==> config.mk <==
export PLATFORM = sky130hd
export DESIGN_NAME = bsg_dfi_fifo_responder
export DESIGN_NICKNAME = d
export VERILOG_FILES = /design/src/rtl/bsg_dfi_fifo_responder.sv
export SDC_FILE = /design/constraint.sdc
export NUM_CORES = 1
export LEC_CHECK = 0
export ABC_AREA = 1
export BUFFER_PORTS_ARGS = -buffer_cell sky130_fd_sc_hd__buf_2
export CELL_PAD_IN_SITES_DETAIL_PLACEMENT = 1
export CELL_PAD_IN_SITES_GLOBAL_PLACEMENT = 1
export CORE_MARGIN = 10
export CORE_UTILIZATION = 45
export DETAILED_ROUTE_END_ITERATION = 8
export HOLD_SLACK_MARGIN = 0.02
export PLACE_DENSITY_LB_ADDON = 0.1
export SYNTH_ARGS = -nofsm -noshare
export SYNTH_HDL_FRONTEND = slang
export SYNTH_SLANG_ARGS = --single-unit
export TNS_END_PERCENT = 1
==> constraint.sdc <==
create_clock -name clk_i -period 6.8 [get_ports clk_i]
set_input_delay 1.02 -clock clk_i [delete_from_list [all_inputs] [get_ports clk_i]]
set_output_delay 1.02 -clock clk_i [all_outputs]
set_load 0.05 [all_outputs]
==> src/rtl/bsg_dfi_fifo_responder.sv <==
// Memory-side endpoint of the DFI-over-FIFO link: decodes DDR commands, tracks open rows,
// and expands BL8 bursts into word requests with a credit-limited read return FIFO.
module bsg_dfi_fifo_responder #(
   parameter int dq_data_width_p = 32,
   parameter int row_width_p     = 16,
   parameter int col_width_p     = 10,
   localparam int dq_group_lp    = dq_data_width_p >> 3,
   localparam int word_w_lp      = 2*dq_data_width_p,
   localparam int mask_w_lp      = 2*dq_group_lp,
   localparam int addr_w_lp      = 3+row_width_p+col_width_p-1
) (
   input  logic                 clk_i,
   input  logic                 reset_i,
   input  logic                 cmd_v_i,
   input  logic [25:0]          cmd_data_i,
   output logic                 cmd_yumi_o,
   input  logic                 wr_v_i,
   input  logic [word_w_lp+mask_w_lp-1:0] wr_data_i,
   output logic                 wr_yumi_o,
   output logic                 rd_v_o,
   output logic [word_w_lp-1:0] rd_data_o,
   input  logic                 rd_yumi_i,
   output logic                 mem_v_o,
   output logic                 mem_w_o,
   output logic [addr_w_lp-1:0] mem_addr_o,
   output logic [word_w_lp-1:0] mem_data_o,
   output logic [mask_w_lp-1:0] mem_mask_o,
   input  logic                 mem_ready_i,
   input  logic                 mem_rd_v_i,
   input  logic [word_w_lp-1:0] mem_rd_data_i,
   output logic                 error_o
);

   typedef enum logic [1:0] {IDLE = 2'd0, READ = 2'd1, WRITE = 2'd2} state_e;

   state_e                  r_state, w_state_n;
   logic [7:0]              r_open;
   logic [row_width_p-1:0]  r_row [8];
   logic [2:0]              r_bank;
   logic [col_width_p-4:0]  r_col;
   logic                    r_ap;
   logic [1:0]              r_beat;
   logic [3:0]              r_credits, r_outstanding, r_count;
   logic [2:0]              r_wptr, r_rptr;
   logic [word_w_lp-1:0]    r_mem [8];
   logic                    r_error;

   logic [2:0]  w_bank, w_rcw;
   logic [15:0] w_addr;
   logic        w_cke, w_cs_n, w_reset_n, w_unused_odt;
   logic        w_sel, w_is_act, w_is_pre, w_is_rd, w_is_wr, w_close_all;
   logic        w_burst_ok, w_burst_bad, w_act_err;
   logic        w_mem_fire, w_last, w_rd_accept, w_push, w_pop, w_err;

   assign w_bank       = cmd_data_i[25:23];
   assign w_addr       = cmd_data_i[22:7];
   assign w_cke        = cmd_data_i[6];
   assign w_cs_n       = cmd_data_i[5];
   assign w_rcw        = cmd_data_i[4:2];
   assign w_reset_n    = cmd_data_i[1];
   assign w_unused_odt = cmd_data_i[0];

   // A command with reset_n low only closes banks; deselected or clock-disabled commands are dropped
   assign w_sel       = cmd_yumi_o & w_cke & ~w_cs_n & w_reset_n;
   assign w_close_all = cmd_yumi_o & ~w_reset_n;
   assign w_is_act    = w_sel & (w_rcw == 3'b011);
   assign w_is_pre    = w_sel & (w_rcw == 3'b010);
   assign w_is_wr     = w_sel & (w_rcw == 3'b100);
   assign w_is_rd     = w_sel & (w_rcw == 3'b101);
   assign w_burst_ok  = (w_is_rd | w_is_wr) & r_open[w_bank];
   assign w_burst_bad = (w_is_rd | w_is_wr) & ~r_open[w_bank];
   assign w_act_err   = w_is_act & r_open[w_bank];

   assign w_mem_fire  = mem_v_o & mem_ready_i;
   assign w_last      = w_mem_fire & (r_beat == 2'd3);
   assign w_rd_accept = w_mem_fire & (r_state == READ);
   assign w_push      = mem_rd_v_i & (r_outstanding != 4'd0);
   assign w_pop       = rd_yumi_i & (r_count != 4'd0);
   assign w_err       = w_act_err | w_burst_bad | (mem_rd_v_i & (r_outstanding == 4'd0));

   assign mem_addr_o  = {r_bank, r_row[r_bank], r_col, r_beat};
   assign rd_v_o      = (r_count != 4'd0);
   assign rd_data_o   = r_mem[r_rptr];
   assign error_o     = r_error;

   always_ff @(posedge clk_i or posedge reset_i) begin
      if (reset_i) r_state <= IDLE;
      else         r_state <= w_state_n;
   end

   always_comb begin
      w_state_n = r_state;
      case (r_state)
         IDLE:        if (w_burst_ok) w_state_n = w_is_rd ? READ : WRITE;
                      else            w_state_n = IDLE;
         READ, WRITE: if (w_last)     w_state_n = IDLE;
                      else            w_state_n = r_state;
         default:     w_state_n = IDLE;
      endcase
   end

   always_comb begin
      cmd_yumi_o = 1'b0;
      wr_yumi_o  = 1'b0;
      mem_v_o    = 1'b0;
      mem_w_o    = 1'b0;
      mem_data_o = {word_w_lp{1'b0}};
      mem_mask_o = {mask_w_lp{1'b0}};
      case (r_state)
         IDLE:  cmd_yumi_o = cmd_v_i;
         WRITE: begin
            mem_v_o    = wr_v_i;
            mem_w_o    = 1'b1;
            mem_data_o = wr_data_i[word_w_lp+mask_w_lp-1:mask_w_lp];
            mem_mask_o = ~wr_data_i[mask_w_lp-1:0];
            wr_yumi_o  = wr_v_i & mem_ready_i;
         end
         READ: begin
            mem_v_o    = (r_credits != 4'd0);
            mem_mask_o = {mask_w_lp{1'b1}};
         end
         default: cmd_yumi_o = 1'b0;
      endcase
   end

   // Commands are only decoded in IDLE and bursts only retire outside it, so these never collide
   always_ff @(posedge clk_i or posedge reset_i) begin
      if (reset_i) begin
         r_open <= 8'h00;
         for (int i = 0; i < 8; i++) r_row[i] <= {row_width_p{1'b0}};
         r_bank <= 3'd0;
         r_col  <= {(col_width_p-3){1'b0}};
         r_ap   <= 1'b0;
         r_beat <= 2'd0;
      end else begin
         if (w_close_all) r_open <= 8'h00;
         if (w_is_act) begin
            r_open[w_bank] <= 1'b1;
            r_row[w_bank]  <= w_addr[row_width_p-1:0];
         end
         if (w_is_pre) begin
            if (w_addr[10]) r_open <= 8'h00;
            else            r_open[w_bank] <= 1'b0;
         end
         if (w_burst_ok) begin
            r_bank <= w_bank;
            r_col  <= w_addr[col_width_p-1:3];
            r_ap   <= w_addr[10];
            r_beat <= 2'd0;
         end
         if (w_mem_fire) r_beat <= r_beat + 2'd1;
         if (w_last && r_ap) r_open[r_bank] <= 1'b0;
      end
   end

   // Credits bound issued reads to the free return-FIFO space; both counters saturate
   always_ff @(posedge clk_i or posedge reset_i) begin
      if (reset_i) begin
         r_credits     <= 4'd8;
         r_outstanding <= 4'd0;
         r_count       <= 4'd0;
         r_wptr        <= 3'd0;
         r_rptr        <= 3'd0;
         r_error       <= 1'b0;
      end else begin
         case ({w_rd_accept, w_pop})
            2'b10:   if (r_credits != 4'd0)  r_credits <= r_credits - 4'd1;
            2'b01:   if (r_credits != 4'd15) r_credits <= r_credits + 4'd1;
            default: r_credits <= r_credits;
         endcase
         case ({w_rd_accept, w_push})
            2'b10:   if (r_outstanding != 4'd15) r_outstanding <= r_outstanding + 4'd1;
            2'b01:   r_outstanding <= r_outstanding - 4'd1;
            default: r_outstanding <= r_outstanding;
         endcase
         case ({w_push, w_pop})
            2'b10:   r_count <= r_count + 4'd1;
            2'b01:   r_count <= r_count - 4'd1;
            default: r_count <= r_count;
         endcase
         if (w_push) r_wptr <= r_wptr + 3'd1;
         if (w_pop)  r_rptr <= r_rptr + 3'd1;
         if (w_err)  r_error <= 1'b1;
      end
   end

   always_ff @(posedge clk_i) begin
      if (w_push) r_mem[r_wptr] <= mem_rd_data_i;
   end

endmodule

# Word level (Yosys, flattened, before mapping)
# Memories as Yosys holds them, arrays and structs flattened.
# Index checks and enable logic that the tools add are counted.
# classes
n_lt_le_gt_ge	7
mux	37
n_addsub	9
div	0
reduce_logical	16
shifts	0
bitwise_logic	32
eq_ne	19
n_mul	0
# ops
op	n
$bwmux 128	1
$mux 64	1
$bmux 16 s3	1
$demux 16 s3	1
$mux 16	3
$mux 8	5
$not 8->8	3
$pmux 4 s2	3
$and 1x1->1	18
$and 8x8->8	2
$pmux 8 s2	1
$add 4x1->4 const B	3
$mux 4	3
$reduce_bool 4->1	3
$sub 4x1->4 const B	3
$eq 2x2->1 const B	5
$mux 2	5
$eq 2x1->1 const B	4
$ge 4x4->1 const B	2
$lt 3x4->1 const B	2
$mux 1	8
$ne 2x2->1 const B	4
$ne 4x4->1 const B	2
$not 3->4	2
20 further kinds	35
# totals
input_bits	169
mem_count	1
mem_bits_rw	512
word_cells	141
out_inout_bits	170
register_bits	170
latchBits	0
mem_bits_ro	0
# memory_table
memory	words	word_bits	rd	rd_ports_with_merged_regs	wr	line_no	source
r_mem	8	64	1	0	1	45	logic [word_w_lp-1:0] r_mem [8];

# Logic depth before layout (Yosys ltp)
# Gate-level depths: netlist of run 1.
# depth
depth_word	12
depth_mapped	15
depth_no_buf	14

# Worst setup path after synthesis of run 1
# OpenSTA, ideal clock, no wires.
# synth_timing
kind	input to register
from	input port mem_rd_v_i
to	memory r_mem[0][0] in the netlist's numbering (enable)
n_path_buf	0
required_time_ps	6314
path_stages	3
path_slack_ps	2207
arrival_time_ps	4107
path_cell_list	nand2_1 > or2_2 > nor2_1
# synth_between
elab_chain_len	3
# synth_rtl
element	line_no	source
start, declared	29	input logic mem_rd_v_i,
$and 1x1->1	77	assign w_push = mem_rd_v_i & (r_outstanding != 4'd0);
$mux 1	188	if (w_push) r_mem[r_wptr] <= mem_rd_data_i;
$mux 1 (implied by the code)	188	
end, declared	45	
# No other way between the ends.

# Worst setup path after layout of run 1
# layout_timing
from	register r_rptr[1]
to	output port rd_data_o[25]
# layout_between
elab_chain_len	1
# layout_rtl
element	line_no	source
start, declared	44	logic [2:0] r_wptr, r_rptr;
start signal, assigned	182	if (w_pop) r_rptr <= r_rptr + 3'd1;
$mem_v2 8x64	-	
end, declared	21	output logic [word_w_lp-1:0] rd_data_o,
# No other way between the ends.

==> results.toml, run 1 <==
[yosys]
syn_avg_cell_area_um2 = 11.4
ys_ff_latch = 682
syn-num-nets = 2633
ys_seq_area_frac = 0.703
ys_warn_count = 0
synthCells = 2448
synth_area_um2 = 27900
synth_cell_types = 45

[finish]
layoutNonFillerInstCount = 3645
nets = 2932
drive_gt1_frac = 0.181
area_growth_syn_to_layout_pct = 17.4

[timing]
setup-violations-final = 0
finalClockSkew_ps = 27.4
finalCritPeriodShare = 0.722
fmax_ghz = 0.204
slew_headroom = 0.107
fin_tns_setup_ps = 0
finalCriticalPeriod_ps = 4910
worst_pin_slew_ps = 1340
hold_viol_final = 0
rsz0062_at_grt = "false"
drv_slew = 0

[outcome]
status = "complete, no violations"

[grt]
grt_max_degree = 242
grt_usage = 0.219
grt_pass1_wl_um = 122000
antenna_found_initial = 20
grt_remaining_overflow = 0
grt_pass1_vias = 21075

[critical_path]
crit_required_ps = 5780
crit_type = "reg -> out"
arrival_ps = 3890
timing.rr.start = "r_state[0]"
endpoint_kind = "primary output"
start_kind = "flop"
worstPathMaxFanout = 81
rr_endpoint = "r_credits[3]"
r2r_cells = 14
reg2reg_slack_ps = 3650

[placed_design]
placedCellCount = 3507
hpwl_um = 46500
port-buffer-count = 337
gp_congestion = 0.835

[floorplan]
die_x_um = 269
die_area_um2 = 72400
ios = 339
coreArea_um2 = 61600
dieHeight_um = 269
rows = 91
initial_core_util = 0.453

[clocking]
cts.htree.levels = 3
cts_tree = "yes"
cts_setup_buffers = 0
cts_buffers = 75
ctsRootBufferMaster = "clkbuf_16"
clk_latency_ps = 620
clock-sinks = 682
ctsResizeCount = 0
path_clk_slew_ps = 60
ctsHoldBuffers = 0
clockBufferDepth = 3

[hold_path]
min_path_type = "reg -> reg"
hold_path_startpoint = "r_count[0]"
hold_depth = 1
hold_end = "r_count[0]"

[pwr]
leakage_nw = 13.1
power.density_nw_per_um2 = 436
ir_drop_mv = 0.441
power.total_mw = 14.3

[drt]
drcViolationCount = 0
dr.pass1.iters = 5
routedWlPerCell_um = 22.0
drtAntennaViolNets = 0
vias = 19853
via_per_inst = 5.45
drt_iter0_drc = 1268
wirelength_um = 80000

[run]
maxCapViolCount = 0
==> cell usage in the layout (no fill, tap or decap), types with 16 or more instances in the layout <==
cell type,netlist,final
o21ai_0,392,392
a31oi_1,64,64
o22ai_1,66,66
dfrtp_1,169,167
a221oi_1,22,22
clkbuf_1,93,16
nand3_1,16,16
a22oi_1,19,19
edfxtp_1,512,512
buf_2,36,337
nand2_1,299,299
nor2_1,492,484
nand4_1,17,17
clkbuf_16,0,79
inv_1,125,122
buf_4,2,30
==> layer usage <==
metal,vias to the layer above,track usage,share of wire
met5,-,0,0.0020
met4,24,0.0650,0.024
met3,159,0.0511,0.060
met2,445,0.377,0.49
met1,10021,0.269,0.42
li1,9204,-,-
==> cell families after synthesis <==
kind of cell / synth area share
and+or+nand+nor: 0.120
DFF: 0.703
AOI/OAI and AO/OA: 0.124
buffers and inverters: 0.0401
adders and majority gates: 0.00771
xor gates and xnor gates: 0.00376
muxes: 0.000762
==> through the flow <==
| step | setup slack, ps | hold slack (ps) | instance area, um2 | utilization |
|---|---|---|---|---|
| global placement | 2550 | 466 | 30400 | 0.493 |
| detailed placement | 2550 | 464 | 30400 | 0.493 |
| CTS | 1870 | 476 | 32800 | 0.532 |
| global route | 1680 | 492 | 32800 | 0.532 |
| floorplan | 1180 | 445 | 27900 | - |
| finish | 1890 | 476 | 32800 | 0.532 |
==> worst max-delay path by stage <==
| stage | startpoint | endpoint | slack [ps] |
|---|---|---|---|
| after CTS | r_rptr[1] | rd_data_o[25] | 1870 |
| final | r_rptr[1] | rd_data_o[25] | 1890 |
| after detailed placement | r_rptr[1] | rd_data_o[25] | 2550 |
| after global routing | r_rptr[1] | rd_data_o[25] | 1680 |
| after global placement | r_rptr[1] | rd_data_o[34] | 2550 |
| after floorplan | reset_i | error_o | 1180 |
==> power by group <==
group	leakage [nW]	internal (mW)	switching [mW]	total, mW
Sequential	6.94	5.06	0.253	5.32
Combinational	4.96	1.17	3.92	5.09
Clock	1.15	2.29	1.61	3.90
Total	13.1	8.52	5.78	14.3
==> flip-flops by register name, indices dropped and copies added, names as in the netlist <==
register and flops:
r_mem 512, r_wptr 3, r_row 128, error_o 1, r_credits 4, r_col 7, r_count 4, r_state 2
r_bank 3, r_beat 2, r_rptr 3, r_open 8, r_ap 1, r_outstanding 4
==> synth_stat cells (all sizes together) <==
cell type / count / area [um2]
edfxtp: 512 / 15400
nor2: 496 / 1890
o21ai: 401 / 2010
nand2: 300 / 1130
dfrtp: 169 / 4230
inv: 129 / 484
clkbuf: 93 / 349
o22ai: 66 / 413
a31oi: 64 / 400
buf: 53 / 285
a221oi: 23 / 208
a22oi: 19 / 143
nand4: 18 / 119
nand3: 16 / 80.1
nor3: 15 / 115
o21a: 15 / 113
a22o: 14 / 123
ha: 14 / 175
xor2: 7 / 61.3
a21oi: 6 / 30.0
xnor2: 5 / 43.8
fa: 2 / 40.0
nor4: 2 / 12.5
or2: 2 / 12.5
a211oi: 1 / 7.51
a21o: 1 / 7.51
dfstp: 1 / 26.3
mux2: 1 / 11.3
mux2i: 1 / 10.0
o21bai: 1 / 7.51
o31ai: 1 / 7.51
==> layout make-up <==
type / count / area [um2]
repair buffers: 368 / 1930
multi-input cells: 1491 / 7280
clock buffers: 97 / 2060
inverters: 129 / 499
clock inverters: 33 / 290
fillers: 6588 / 28800
well taps: 837 / 1050
diodes: 8 / 20.0
flip-flops and latches: 682 / 19600
==> worst max-delay path: stages, from the launching register on <==
cell and delay, ps:
dfrtp_4 770, inv_4 850, buf_4 480, o21ai_0 160, o22ai_1 230, nor2_1 80
a31oi_1 300, buf_2 340
(Power assumes the default switching activity.)
==> run 2: changes to the inputs <==
CORE_UTILIZATION = 42   (was 45)
clock period = 4.3 ns   (was 6.8 ns; I/O delays follow)
==> run 2 against run 1 <==
First-iteration DRC count shrank 4.8%. Non-clock buffer count grew 24. Clock skew shrank 10 ps. Worst hold slack lost 240 ps. Sequential cell count is the same. Utilization shrank 3.1 points. Critical path depth shrank 1. Clock power grew 54%. Routed wire length grew 0.81%. Critical path type unchanged. Largest cell class unchanged.
==> results.toml, run 2 (synthesis results as in run 1) <==
[outcome]
status = "complete, no violations"

[critical_path]
reg2reg_slack_ps = 1500
slowest_stage = "nor3_2"
cpPeakStageDelay_ps = 690
endpoint_kind = "primary output"
crit_type = "reg -> out"
arrival_ps = 3000
crit_required_ps = 3650
cp_cell_sequence = "inv_1, nor3_2, buf_4, nand2_1, nand4_1, buf_2"
crit_cells = 6
crit_path_end = "mem_addr_o[19]"
worstPathMaxFanout = 9
startpoint = "r_bank[2]"
critical-path-top-delay-family = "simple AND/OR/NAND/NOR gates"
r2r_cells = 8
rr_endpoint = "r_row[58]"
timing.rr.start = "r_state[0]"
start_kind = "flop"
cp_num_buf_inv = 3

[floorplan]
die_area_um2 = 77200
coreArea_um2 = 65900
ios = 339
initial_core_util = 0.424
rows = 94
die_x_um = 278
dieHeight_um = 278

[clocking]
ctsRootBufferMaster = "clkbuf_16"
path_clk_slew_ps = 60
cts_tree = "yes"
clk_latency_ps = 600
ctsHoldBuffers = 0
clockBufferDepth = 3
clock-sinks = 682
ctsResizeCount = 0
cts_buffers = 75
cts_setup_buffers = 0
cts.htree.levels = 3

[timing]
worst_pin_slew_ps = 1180
whs_ps = 238
setup-violations-final = 0
finalClockSkew_ps = 17.4
drv_slew = 0
slew_headroom = 0.211
setup_slack_ps = 654
rsz0062_at_grt = "false"
fmax_ghz = 0.274
fin_tns_setup_ps = 0
finalCriticalPeriod_ps = 3650
hold_viol_final = 0
finalCritPeriodShare = 0.848

[placed_design]
pre_cts_slack_ps = 1240
hpwl_um = 48700
gp_congestion = 0.777
port-buffer-count = 337

[finish]
nets = 2956
largestRegisters = "r_mem x512, r_row x128, r_open x8"
final_core_util = 0.501
regMostFlops = "r_mem"
largest_reg_flops = 512
final_cell_mix = "512 x edfxtp_1, 484 x nor2_1, 392 x o21ai_0"
final_common_cell = "edfxtp_1"
drive_gt1_frac = 0.188
area_growth_syn_to_layout_pct = 18.3

[drt]
drtAntennaViolNets = 0
top_layer_used = "met5"
drt_iter0_drc = 1207
met3WireLength_um = 4180
wirelength_um = 80700
dr.pass1.iters = 5
drcViolationCount = 0
via_per_inst = 5.36
vias = 19804
wl_met1_um = 35100
routedWlPerCell_um = 21.8
wl_met2_um = 39900

[hold_path]
min_path_type = "in -> async"

[grt]
grt_pass1_vias = 20776
antenna_found_initial = 15
grt_remaining_overflow = 0
grt_pass1_wl_um = 123000
grt_usage = 0.202
grt_max_degree = 171

[pwr]
power.density_nw_per_um2 = 686
leakage_nw = 13.2
ir_drop_mv = 0.537

[run]
maxCapViolCount = 0
-- run 2: metal layers --
metal  track usage  up-vias
met1         0.258    10043
li1              -     9247
met3        0.0423      109
met5             0        -
met2         0.345      383
met4        0.0538       22
-- run 2: worst reg2reg max path: stages, from the launching register on --
cell     delay [ps]
dfrtp_1         380
inv_1           110
ha_1            180
nand2_1          90
nor2_1           90
nand3_1         190
nor2_2          360
nand2_1         790
o21ai_0         500
-- run 2: cell type report --
| cell class | count | area [um2] |
|---|---|---|
| clock inverter | 37 | 230 |
| inverter | 129 | 498 |
| timing repair buffer | 392 | 2270 |
| fill | 7006 | 32800 |
| tap | 864 | 1080 |
| clock buffer | 96 | 2050 |
| antenna | 3 | 7.51 |
| sequential | 682 | 19600 |
| multi-input combinational | 1491 | 7240 |
-- run 2: power breakdown --
| part | internal, mW | leakage (nW) | switching [mW] |
|---|---|---|---|
| Clock | 3.47 | 1.12 | 2.54 |
| Combinational | 2.02 | 5.10 | 6.31 |
| Sequential | 8.00 | 6.94 | 0.295 |
| Total | 13.5 | 13.2 | 9.15 |
-- run 2: through the flow --
| step | instances | power (mW) | instance area [um2] |
|---|---|---|---|
| 2_1_floorplan | 2448 | 14.2 | 27900 |
| 3_3_place_gp | 3558 | 16.7 | 30700 |
| 3_5_place_dp | 3558 | 16.9 | 30700 |
| 4_1_cts | 3691 | 23.0 | 33000 |
| 5_1_grt | 3694 | 23.9 | 33000 |
| 6_report | 3694 | 22.6 | 33000 |
-- run 2: worst min path at each step --
stage,startpoint,to,slack (ps)
floorplan,r_count[3],r_count[3],450
global placement,r_count[0],r_count[0],470
detailed placement,r_count[0],r_count[0],470
CTS,mem_rd_data_i[14],r_mem[7][14],260
global route,mem_rd_data_i[30],r_mem[2][30],300
finish,reset_i,r_credits[0],240
